==> src/rtl/hack_mem_loader.sv <==
// hack_mem_loader: loads a framed UART byte stream into Hack memory and holds the CPU in reset until a frame checks out.
// Optional readback verify of each written word is built when HACK_MEM_LOADER_READBACK_EN is defined.
module hack_mem_loader #(
  parameter int          ADDR_W         = 14,
  parameter int          WIDTH          = 16,
  parameter logic [7:0]  SYNC_BYTE      = 8'hA5,
  parameter int          TIMEOUT_CYCLES = 1_000_000
) (
  input  logic              clk,
  input  logic              rst_n,
  input  logic              rx_valid,
  input  logic [7:0]        rx_data,
  output logic              mem_we,
  output logic [ADDR_W-1:0] mem_addr,
  output logic [WIDTH-1:0]  mem_d,
  input  logic [WIDTH-1:0]  mem_q,
  output logic              busy,
  output logic              done,
  output logic              err,
  output logic              cpu_hold
);
  localparam int IW = ADDR_W + 1;
  localparam int TW = $clog2(TIMEOUT_CYCLES + 1);
  localparam logic [16:0] MAX_LEN = 17'(1) << ADDR_W;
  typedef enum logic [2:0] {IDLE, LEN_HI, LEN_LO, DATA_HI, DATA_LO, CHECK, ERROR} state_t;
  state_t state, nxt;
  logic [7:0]    len_hi, hi, chk;
  logic [IW-1:0] len, idx;
  logic [TW-1:0] tmr;
  logic [15:0]   len_w;
  logic          timeout, rb_fail, take;
  assign len_w   = {len_hi, rx_data};
  assign timeout = busy && !rx_valid && tmr == TW'(TIMEOUT_CYCLES - 1);
  assign take    = rx_valid && !rb_fail;
`ifdef HACK_MEM_LOADER_READBACK_EN
  // mem_addr/mem_d are still held on the cycle after a write, so mem_q reflects the stored word
  logic rb;
  always_ff @(posedge clk or negedge rst_n)
    if (!rst_n) rb <= 1'b0;
    else rb <= mem_we;
  assign rb_fail = rb && mem_q != mem_d;
`else
  logic unused_q;
  assign unused_q = ^mem_q;
  assign rb_fail  = 1'b0;
`endif
  always_ff @(posedge clk or negedge rst_n)
    if (!rst_n) state <= IDLE;
    else state <= nxt;
  always_comb begin
    nxt = state;
    if (rb_fail || timeout) nxt = ERROR;
    else if (state == ERROR) nxt = IDLE;
    else if (rx_valid)
      case (state)
        IDLE:    nxt = rx_data == SYNC_BYTE ? LEN_HI : IDLE;
        LEN_HI:  nxt = LEN_LO;
        LEN_LO:  nxt = len_w == 16'd0 ? CHECK : {1'b0, len_w} > MAX_LEN ? ERROR : DATA_HI;
        DATA_HI: nxt = DATA_LO;
        DATA_LO: nxt = idx + IW'(1) == len ? CHECK : DATA_HI;
        CHECK:   nxt = rx_data == chk ? IDLE : ERROR;
        default: nxt = IDLE;
      endcase
  end
  always_comb begin
    busy     = state != IDLE && state != ERROR;
    cpu_hold = !done;
  end
  always_ff @(posedge clk or negedge rst_n)
    if (!rst_n) begin
      mem_we   <= 1'b0;
      mem_addr <= '0;
      mem_d    <= '0;
      done     <= 1'b0;
      err      <= 1'b0;
      len_hi   <= '0;
      hi       <= '0;
      chk      <= '0;
      len      <= '0;
      idx      <= '0;
      tmr      <= '0;
    end else begin
      mem_we <= take && state == DATA_LO;
      tmr    <= (!busy || rx_valid) ? '0 : tmr + TW'(1);
      if (take) begin
        chk <= state == IDLE ? 8'h00 : chk ^ rx_data;
        if (state == IDLE && rx_data == SYNC_BYTE) begin
          done <= 1'b0;
          err  <= 1'b0;
          idx  <= '0;
        end
        if (state == LEN_HI) len_hi <= rx_data;
        if (state == LEN_LO) len <= len_w[IW-1:0];
        if (state == DATA_HI) hi <= rx_data;
        if (state == DATA_LO) begin
          mem_addr <= idx[ADDR_W-1:0];
          mem_d    <= {hi, rx_data};
          idx      <= idx + IW'(1);
        end
        if (state == CHECK && rx_data == chk) done <= 1'b1;
      end
      if (nxt == ERROR) begin
        err  <= 1'b1;
        done <= 1'b0;
      end
    end
endmodule
==> config.mk <==
export PLATFORM = sky130hd
export DESIGN_NAME = hack_mem_loader
export DESIGN_NICKNAME = d
export VERILOG_FILES = /design/src/rtl/hack_mem_loader.sv
export SDC_FILE = /design/constraint.sdc
export NUM_CORES = 1
export LEC_CHECK = 0
export BUFFER_PORTS_ARGS = -buffer_cell sky130_fd_sc_hd__clkbuf_2
export CELL_PAD_IN_SITES_DETAIL_PLACEMENT = 1
export CELL_PAD_IN_SITES_GLOBAL_PLACEMENT = 2
export CORE_MARGIN = 8
export CORE_UTILIZATION = 37
export DETAILED_ROUTE_END_ITERATION = 6
export PLACE_DENSITY_LB_ADDON = 0.1
export SYNTH_ARGS = -nofsm -noshare
export SYNTH_HDL_FRONTEND = slang
export SYNTH_SLANG_ARGS = --single-unit
==> constraint.sdc <==
create_clock -name clk -period 2.8 [get_ports clk]
set_clock_uncertainty 0.2 [all_clocks]
set_input_delay 0.56 -clock clk [delete_from_list [all_inputs] [get_ports clk]]
set_output_delay 0.56 -clock clk [all_outputs]
set_load 0.02 [all_outputs]
==> key figures, run 1 <==
Placed design
  • IO Port Bufs: 45
  • Post-Place Cell Area: 0.00588 mm²
  • Final HPWL DP: 9660 µm
  • Routability cong.: 0.744

Power
  • Worst vdd ir: 0.350 mV
  • Switching share of power: 36.1%
  • Clock power frac: 23.8%
  • Power density cells: 901 mW/mm²
  • Leakage: 2.81 nW
  • Reg power frac: 44.2%
  • Pint: 3.55 mW
  • Logic pwr share: 32.0%
  • Psw: 2.01 mW

Flow run
  • # Max-Cap Violations: 0

Worst setup path
  • Worst path arrival time: 2460 ps
  • Worst path max stage delay: 450 ps
  • Crit path max fanout: 6
  • Worst setup EP type: register
  • Crit path max-delay family: simple AND/OR/NAND/NOR gates
  • CP Buf/Inv Count: 0
  • Crit-path most repeated cell: and4_1
  • CP Launch Type: register
  • Critical Path RT: 2850 ps
  • Slowest stage cell on the critical path: dfrtp_1
  • Setup CP Type: reg -> reg
  • Worst path cell trace: ha_1 > and4_1 > and4_1 > xnor2_1 > a311oi_2 > nor2_1 > a41o_1

Timing
  • Endpoints failing hold: 0
  • Fin crit period: 2410 ps
  • RSZ-0062 raised after global routing: false
  • Tcrit/Tclk final: 86.2%
  • Hold WS: 4.89 ps
  • Finish-stage setup viols: 0
  • Rel. slew slack: 60.3%
  • TNS Setup: 0 ps
  • Fin. max-slew vios: 0
  • Fmax: 414 MHz
  • Worst slew pin tran: 596 ps

Yosys
  • EDFF count, synth: 0
  • Ranking of synthesized cells by area: dfrtp_1, nand2_1, mux2_2, o21ai_0, xor2_1
  • Synth async-reset ratio: 100%
  • Cell Area, Synth: 0.00545 mm²
  • Post-Synth XOR/XNOR Area: 6.42%
  • Count of unique library cells instantiated by Yosys: 60
  • Avg Inst Size Synth: 9.53 µm²
  • Yosys warns: 0
  • Cell taking the most area after synthesis: dfrtp_1
  • Post-Synth Simple-Gate Area: 22.9%
  • Synth top area share: 50.5%
  • Mux cell area share after synthesis: 6.58%
  • #FFs+latches synth: 110
  • Synthesized net count: 601
  • Post-synth top flop: dfrtp_1
  • Post-Synth Adder-Cell Area: 0.459%
  • Synthesized instance count: 572
  • Main combinational cell family by area after synthesis: simple AND/OR/NAND/NOR gates
  • Compound-cell area share of the yosys netlist: 9.29%
  • Seq/Total Area, Yosys: 50.5%

Clock network
  • Setup Fix Bufs, Post-CTS: 0
  • Hold buffers post-CTS: 0
  • CTS tree: done
  • CTS Buf Count: 9
  • Clock Path Buffers: 2
  • Worst-Skew Late Latency: 360 ps
  • Clock transition at path regs: 80 ps
  • CTS root buf: clkbuf_16
  • Htree depth: 3
  • Post-CTS resize count: 0
  • CTS Sinks: 110

Cells and area
  • Layout cell share with drive strength beyond 1: 19.5%
  • # diodes: 0
  • Most frequent cells in the layout: nand2_1, dfrtp_1, clkbuf_2, nor2_1, o21ai_0
  • Design area: 0.00617 mm²
  • Most common cell after layout, fill and taps aside: nand2_1
  • P&R area growth vs syn: 13.2%
  • Layout Nets: 635

Die
  • Die height: 137 µm
  • Site Rows: 44
  • Chip width: 137 µm
  • Core area: 0.0145 mm²
  • Initial Util: 37.7%
  • Num ports: 62
  • Die ar.: 0.0189 mm²

Routing
  • Total length of routed wires: 13,600 µm
  • Routed Antenna Nets: 0
  • Residual DRC: 0
  • DRT iter0 DRCs: 215
  • Routed WL per cell: 17.2 µm
  • Drt pass-1 iters: 4
  • Vias per cell: 5.30
  • Via count: 4,212

GRT
  • Initial antenna violation count: 0
  • Tot GR Track Use: 15.5%
  • Largest net degree at the start of global routing: 43
  • First-pass GRT wire length: 22,900 µm
  • Gr ovfl total: 0
  • Vias in the first global route: 4,402

Hold path
  • Worst min-delay path class: in -> async

Status
  • Outcome: finished clean
-- stage by stage --
step | util [%] | std cells | power (mW) | setup slack, ps
final | 42.6 | 795 | 5.56 | 386
after global routing | 42.6 | 795 | 5.95 | 157
after CTS | 42.6 | 795 | 5.65 | 355
after detailed placement | 40.6 | 779 | 4.31 | 340
after global placement | 40.6 | 779 | 4.22 | 380
after floorplan | - | 572 | 3.70 | 604
-- power by group through the flow --
stage	sequential (mW)	combinational [mW]	clock [mW]
after detailed placement	2.50	1.81	0
after CTS	2.47	1.82	1.36
after global routing	2.54	2.00	1.41
after global placement	2.47	1.75	0
after floorplan	2.50	1.20	0
final	2.46	1.78	1.32
-- Yosys cell counts (all sizes together), types with 2 or more instances --
master  count
nor3        4
or3         3
dfrtp     110
buf        21
mux2       31
or2         2
o21ai      45
and4        6
xor2       21
nor3b       2
inv         7
a31oi       4
nand2b     14
nand2     119
nor2       44
and3        7
nor2b       5
o211ai      2
a21oi      10
xnor2      19
o221ai      2
a211o       2
ha          2
nor4        8
nand4      12
nand3      20
clkbuf     17
o31ai       4
and2        7
nand3b      2
-- logic make-up after synthesis --
| kind of cell | after synthesis |
|---|---|
| and+or+nand+nor | 260 |
| buffers and inverters | 45 |
| adders and majority gates | 2 |
| muxes | 32 |
| xor gates and xnor gates | 40 |
| DFF | 110 |
| AOI/OAI and AO/OA | 83 |
-- final cells by class --
class	count	area, µm²
Clock buffer	9	225
Clock inverter	7	71.3
Fill cell	1640	8310
Inverter	7	26.3
Multi-Input combinational cell	417	2490
Sequential cell	110	2750
Tap cell	184	230
Timing Repair Buffer	61	373
-- layer usage --
layer  GRT usage (%)  up-vias  share of wire [%]
li1                -     2024                  -
met1            20.3     2136                 48
met2            25.3       40                 48
met3            2.52       12                2.6
met4            5.43        0                1.3
met5               0        -                  0
-- flip-flops by register name, indices dropped and copies added (netlist names) --
register / flops
hi: 8
mem_addr: 14
mem_we: 1
state: 3
tmr: 20
mem_d: 16
len_hi: 8
len: 15
done: 1
idx: 15
chk: 8
err: 1
-- final timing paths --
path	endpoint	startpoint	cells past startpoint	slack [ps]
max in group asynchronous	len_hi[2]	rst_n	2	1760
min reg2reg	tmr[0]	tmr[0]	1	260
min	len[4]	rst_n	1	5
max	state[2]	idx[1]	7	390
max reg2reg	state[2]	idx[1]	7	390
min in group clk	tmr[0]	tmr[0]	1	260
(Power assumes the default switching activity.)
==> run 2, diff against run 1 <==
GPL_TIMING_DRIVEN = 0   (was default)
SETUP_SLACK_MARGIN = 0.4   (was default)
==> run 2 against run 1 <==
Effect of this change: sequential power decreased by 2%; maximum frequency increased by 4.7%; via count increased by 1.4%; combinational power increased by 6%; die area unchanged; critical path type unchanged; critical endpoint is now state[1]; largest cell class unchanged.
==> key figures, run 2 (synthesis results as in run 1) <==
Worst setup path
  • Critical Path RT: 2820 ps (-30 ps)
  • Crit path max fanout: 6 (unchanged)
  • Worst setup EP type: register
  • Worst path max stage delay: 540 ps (+90 ps)
  • CP Launch Type: register
  • Slowest stage cell on the critical path: or4_4
  • Worst path cell trace: ha_4 > and2_1 > o21ai_0 > a21oi_1 > or4_4 > nor4_2 > o21ai_1
  • Worst path arrival time: 2330 ps (-130 ps)
  • Setup CP Type: reg -> reg

Clock network
  • Htree depth: 3 (unchanged)
  • Worst-Skew Late Latency: 360 ps (about the same)
  • CTS tree: done
  • CTS Sinks: 110 (unchanged)
  • Clock Path Buffers: 2 (unchanged)
  • CTS root buf: clkbuf_16
  • Hold buffers post-CTS: 0 (unchanged)
  • CTS Buf Count: 9 (unchanged)
  • Clock transition at path regs: 80 ps (about the same)

Routing
  • Routed Antenna Nets: 0 (unchanged)
  • Via count: 4,269 (+1.4%)
  • DRT iter0 DRCs: 146 (-32%)
  • Drt pass-1 iters: 4 (unchanged)
  • Vias per cell: 5.26 (-0.65%)
  • Residual DRC: 0 (unchanged)
  • Routed WL per cell: 17.6 µm (+2.5%)
  • Total length of routed wires: 14,300 µm (+4.6%)

Status
  • Outcome: finished clean

GRT
  • Vias in the first global route: 4,500 (+2.2%)
  • Routing usage on met2: 25.6% (+0.32 points)
  • Met3 Use GR: 2.30% (-0.22 points)
  • Tot GR Track Use: 16.4% (+0.88 points)
  • Global Route met1 Usage: 22.2% (+1.9 points)
  • Initial antenna violation count: 0 (unchanged)
  • First-pass GRT wire length: 24,100 µm (+5.3%)
  • Largest net degree at the start of global routing: 111 (+160%)
  • Gr ovfl total: 0 (unchanged)
  • Global routing's busiest layer: met2

Cells and area
  • Fillers: 1,674 (+2.1%)
  • Layout cell share with drive strength beyond 1: 20.1% (+0.62 points)
  • Most common cell after layout, fill and taps aside: nand2_1
  • Largest Register: tmr
  • Max reg flops: 20 (unchanged)
  • # diodes: 0 (unchanged)
  • Most frequent cells in the layout: nand2_1, dfrtp_1, nor2_1, o21ai_0, clkbuf_2
  • Biggest regs: tmr: 20 flops, mem_d: 16 flops
  • Design area: 0.00627 mm² (+1.6%)
  • Layout Nets: 651 (+2.5%)
  • P&R area growth vs syn: 15.0%

Timing
  • Fin crit period: 2310 ps (-108 ps)
  • Rel. slew slack: 40.4% (-20 points)
  • RSZ-0062 raised after global routing: true
  • Tcrit/Tclk final: 82.3% (-3.9 points)
  • Worst slew pin tran: 894 ps (+298 ps)
  • Fin. max-slew vios: 0 (unchanged)
  • Endpoints failing hold: 0 (unchanged)
  • Finish-stage setup viols: 0 (unchanged)
  • Fmax: 434 MHz (+4.7%)
  • Hold WS: 117 ps (+112 ps)

Power
  • Worst vdd ir: 0.330 mV (-5.8%)
  • Power density cells: 918 mW/mm² (+1.8%)
  • Leakage: 2.85 nW (+1.2%)

Placed design
  • Final HPWL DP: 9870 µm (+2.1%)
  • Post-Place Cell Area: 0.00588 mm² (about the same)
  • IO Port Bufs: 37 (-18%)
  • Routability cong.: 0.781 (+5.0%)

Die
  • Num ports: 62 (unchanged)
  • Die height: 137 µm (unchanged)
  • Chip width: 137 µm (unchanged)
  • Site Rows: 44 (unchanged)
  • Initial Util: 37.7% (unchanged)
  • Core area: 0.0145 mm² (unchanged)
  • Die ar.: 0.0189 mm² (unchanged)

Hold path
  • Worst min-delay path class: in -> async

Flow run
  • # Max-Cap Violations: 0 (unchanged)
-- run 2: cell types whose count changed in the layout (fill, tap and decap cells not counted), moves of 2 or more --
cell and change:
dfrtp_1 -2, dfrtp_2 +2, clkinv_2 -3, nor4_1 -2, buf_2 +15, nor4_2 +2
clkinv_4 +2, buf_4 -11, buf_12 -2, buf_6 +2, clkbuf_1 +16, clkbuf_2 -6
-- run 2: worst paths after layout --
check                           slack (ps)  cells after the start   endpoint    from
worst max-delay path                   490                      7   state[1]  idx[0]
worst min-delay path                   120                      1  mem_d[12]   rst_n
worst max register to register         490                      7   state[1]  idx[0]
worst min register to register         250                      1     tmr[0]  tmr[0]
max in group asynchronous             1660                      1     idx[1]   rst_n
min in group clk                       250                      1     tmr[0]  tmr[0]
-- run 2: power breakdown --
part	total (mW)	switching [mW]	internal [mW]
registers	2.42	0.366	2.05
logic	1.88	1.06	0.818
clock network	1.46	0.657	0.800
total	5.75	2.08	3.67
-- run 2: worst max-delay path: cells and delay by family (launching register included) --
kind            cells  cell delay [ps]
simple gates        3              930
flops               1              460
compound gates      3              370
fa+ha+maj           1              200
-- run 2: per-layer routing --
metal | wire [µm] | part of all wire (%)
met4 | 284 | 2.0
met2 | 6630 | 46
met1 | 6960 | 49
met3 | 394 | 2.8
met5 | 0 | 0
-- run 2: what timing repair did --
action | CTS | global route
buffers inserted | 0 | 2
resized for setup | 4 | 11
pin swaps | 0 | 1
endpoints found under the setup margin | 14 | 26
-- run 2: stage by stage --
step / utilization (%) / TNS (ps) / total power, mW / worst slack (ps) / cells
6_report: 43.3 / 0 / 5.75 / 494 / 811
5_1_grt: 43.3 / 0 / 6.14 / 397 / 811
4_1_cts: 43.0 / 0 / 5.77 / 311 / 809
3_5_place_dp: 40.6 / 0 / 4.29 / 123 / 793
3_3_place_gp: 40.5 / -74150 / 4.22 / -683 / 793
2_1_floorplan: - / 0 / 3.70 / 604 / 572
-- run 2: final cells by class --
type | instances | area, µm² | area share, %
Clock inverter | 7 | 106 | 1.70
Sequential cell | 110 | 2760 | 43.9
Clock buffer | 9 | 225 | 3.59
Multi-Input combinational cell | 417 | 2530 | 40.3
Inverter | 7 | 26.3 | 0.419
Tap cell | 184 | 230 | 3.67
Buffer | 38 | 190 | 3.03
Timing Repair Buffer | 39 | 209 | 3.33
==> run 3, diff against run 2 <==
ABC_AREA = 1   (was default)
CORE_UTILIZATION = 31   (was 37)
clock period = 2.1 ns   (was 2.8 ns; I/O delays follow)
==> run 3 against run 2 <==
Effect of this change: the flow now finishes with violations (negative setup slack); routed wire length increased by 27%; global-route usage up 0.27 points; clock power is 34% higher; combinational power increased to 2.8 times the previous value; first-iteration DRC count rose by 42%; non-clock buffer count grew 57; sequential share of layout area is 9.8 points lower.
==> key figures, run 3 <==
Routing
  • Total length of routed wires: 18,100 µm (+27%)
  • Routed WL per cell: 17.5 µm (-0.62%)
  • Via count: 5,036 (+18%)
  • DRT iter0 DRCs: 208 (+42%)
  • Routed Antenna Nets: 0 (unchanged)
  • Drt pass-1 iters: 4 (unchanged)
  • Vias per cell: 4.86 (-7.7%)
  • Residual DRC: 0 (unchanged)

Placed design
  • Placed cells: 947 (+19%)
  • IO Port Bufs: 44 (+19%)
  • Final HPWL DP: 12,200 µm (+24%)
  • Routability cong.: 0.800 (+2.5%)
  • Pre-CTS setup slack: -721 ps (-845 ps)

Cells and area
  • Largest Register: tmr
  • Fin cells: 1,036 (+28%)
  • Layout cell share with drive strength beyond 1: 42.7% (+23 points)
  • Layout Nets: 835 (+28%)
  • Final core utilization: 46.9% (+3.6 points)
  • Max reg flops: 20 (unchanged)
  • Sequential cell area: 0.00276 mm² (+0.14%)
  • # diodes: 0 (unchanged)
  • Area of the multi-input gates: 0.00311 mm² (+23%)
  • Most frequent cells in the layout: nand2_1, dfrtp_1, inv_1, buf_4, nand2_2
  • Biggest regs: tmr: 20 flops, mem_d: 16 flops
  • P&R area growth vs syn: 48.2%
  • Fillers: 1,997 (+19%)
  • Most common cell after layout, fill and taps aside: nand2_1

Die
  • Die height: 149 µm (+8.2%)
  • Num ports: 62 (unchanged)
  • Core area: 0.0172 mm² (+19%)
  • Die ar.: 0.0221 mm² (+17%)
  • Site Rows: 48 (+9.1%)
  • Initial Util: 31.6% (-6.0 points)
  • Chip width: 149 µm (+8.2%)

GRT
  • Vias in the first global route: 5,503 (+22%)
  • Largest net degree at the start of global routing: 79 (-29%)
  • Tot GR Track Use: 16.6% (+0.27 points)
  • Initial antenna violation count: 0 (unchanged)
  • First-pass GRT wire length: 29,100 µm (+21%)
  • Gr ovfl total: 0 (unchanged)

Status
  • Outcome: complete, but fails checks
  • Failing checks: negative setup slack

Yosys
  • #FFs+latches synth: 110 (unchanged)
  • Most frequent cell after synthesis: nand2_1
  • Post-synth top flop: dfrtp_1
  • Cell taking the most area after synthesis: dfrtp_1
  • Synthesized instance count: 677 (+18%)
  • Synthesized net count: 706 (+17%)
  • Cell Area, Synth: 0.00545 mm² (about the same)
  • Avg Inst Size Synth: 8.05 µm² (-16%)
  • Synth top area share: 50.5% (about the same)
  • Synth async-reset ratio: 100% (unchanged)
  • EDFF count, synth: 0 (unchanged)
  • Post-synth top cells: nand2_1, dfrtp_1, inv_1, o21ai_0, nor2_1
  • Count of unique library cells instantiated by Yosys: 41 (-32%)
  • Yosys warns: 0 (unchanged)
  • Ranking of synthesized cells by area: dfrtp_1, nand2_1, o21ai_0, inv_1, nand3_1
  • Seq/Total Area, Yosys: 50.5% (about the same)

Timing
  • TNS Setup: -2460 ps (-2460 ps)
  • Tcrit/Tclk final: 118% (+35 points)
  • Fin. max-slew vios: 0 (unchanged)
  • Fin crit period: 2470 ps (+168 ps)
  • Endpoints failing hold: 0 (unchanged)
  • Worst slew pin tran: 545 ps (-349 ps)
  • Fmax: 404 MHz (-6.8%)
  • RSZ-0062 raised after global routing: true
  • Finish-stage setup viols: 10 (+10)
  • Rel. slew slack: 63.6% (+23 points)
  • Setup ws final: -374 ps (-868 ps)

Worst setup path
  • Worst r2r path cells: 16 (+9)
  • CP Launch Type: register
  • Setup CP Type: reg -> reg
  • Critical Path RT: 2150 ps (-670 ps)
  • Worst r2r dst: done
  • Critical path launch point: idx[1]
  • Worst setup EP type: register
  • Crit path max fanout: 5 (-1)
  • Reg2reg setup slack: -370 ps (-870 ps)
  • Origin of the critical flop-to-flop path: idx[1]
  • End of the critical path: done
  • Worst path arrival time: 2520 ps (+190 ps)

Clock network
  • Worst-Skew Late Latency: 360 ps (about the same)
  • CTS Sinks: 110 (unchanged)
  • Clock transition at path regs: 80 ps (about the same)
  • CTS Buf Count: 9 (unchanged)
  • Clock Path Buffers: 2 (unchanged)
  • CTS root buf: clkbuf_16
  • CTS tree: done
  • Htree depth: 3 (unchanged)

Power
  • Tot Pwr: 10.8 mW (+88%)
  • Worst vdd ir: 0.778 mV (+140%)
  • Power density cells: 1340 mW/mm² (+46%)
  • Leakage: 3.88 nW (+37%)

Flow run
  • # Max-Cap Violations: 0 (unchanged)

Hold path
  • Worst min-delay path class: in -> reg
-- run 3: cell count changes after synthesis, sizes merged, moves of 12 or more --
cell | before | now
nand2b | 14 | 1
mux2 | 31 | 1
nand2 | 119 | 211
buf | 21 | 3
inv | 7 | 80
xor2 | 21 | 9
nand3 | 20 | 45
nor2 | 44 | 56
o21ai | 45 | 65
xnor2 | 19 | 1
-- run 3: layer usage --
metal	up-vias	part of all wire, %	global-route usage [%]
met5	-	0	0
met4	0	0.94	4.28
met3	15	2.9	2.64
met2	63	51	28.8
met1	2503	45	21.1
li1	2455	-	-
-- run 3: how the worst min path moves through the flow --
stage,slack [ps],cells after the start,from,endpoint
5_1_grt,210,3,rx_data[4],mem_d[4]
6_report,190,3,rx_data[4],mem_d[4]
3_3_place_gp,260,1,tmr[0],tmr[0]
3_5_place_dp,150,1,rst_n,mem_addr[2]
2_1_floorplan,-80,0,rst_n,chk[0]
4_1_cts,190,4,rx_data[3],chk[3]
-- run 3: through the flow --
stage,hold slack [ps],area [µm²]
after floorplan,-75.6,5480
after global placement,255,5980
after detailed placement,147,6020
after CTS,194,7450
after global routing,209,8080
final,191,8080
-- run 3: cell type report --
| class | count | area share, % |
|---|---|---|
| timing repair inverter | 2 | 0.403 |
| multi-input combinational | 468 | 38.5 |
| buffer | 17 | 3.00 |
| clock buffer | 10 | 2.96 |
| sequential | 110 | 34.1 |
| clock inverter | 6 | 1.11 |
| timing repair buffer | 117 | 12.2 |
| inverter | 81 | 4.23 |
| tap | 225 | 3.48 |
-- run 3: logic make-up (layout without fill, tap and decap cells) --
kind of cell	Yosys count	in the layout	share of synthesized area (%)
buffers and inverters	99	233	7.04
AOI/OAI and AO/OA	96	96	9.48
adders and majority gates	2	2	0.459
muxes	1	1	0.207
and+or+nand+nor	358	358	30.3
xor gates and xnor gates	11	11	2.04
DFF	110	110	50.5
-- run 3: timing repair --
item,CTS,global route
setup buffers,46,19
hold endpoints to repair,32,0
gates resized for setup,203,124
hold buffers,1,0
setup endpoints to repair,93,99
pin swaps,34,48
gates cloned,5,3
-- run 3: power breakdown --
group / leakage, nW / internal (mW) / switching (mW)
Combinational: 2.30 / 2.26 / 2.97
Clock: 0.159 / 1.09 / 0.860
Sequential: 1.42 / 2.89 / 0.736
-- run 3: worst max-delay path, cell delays in order, from the launching register on --
cell and delay (ps):
dfrtp_1 430, ha_4 190, nand2_8 80, nor2_8 160, nand2_4 90, nor2_8 180, nand3_2 120, nand3_4 100
nand2_4 70, nor3_4 200, nand3_2 120, nand3_2 100, nand2_2 60, nand2_2 80, nand3_2 80, nand2_1 70
inv_1 30
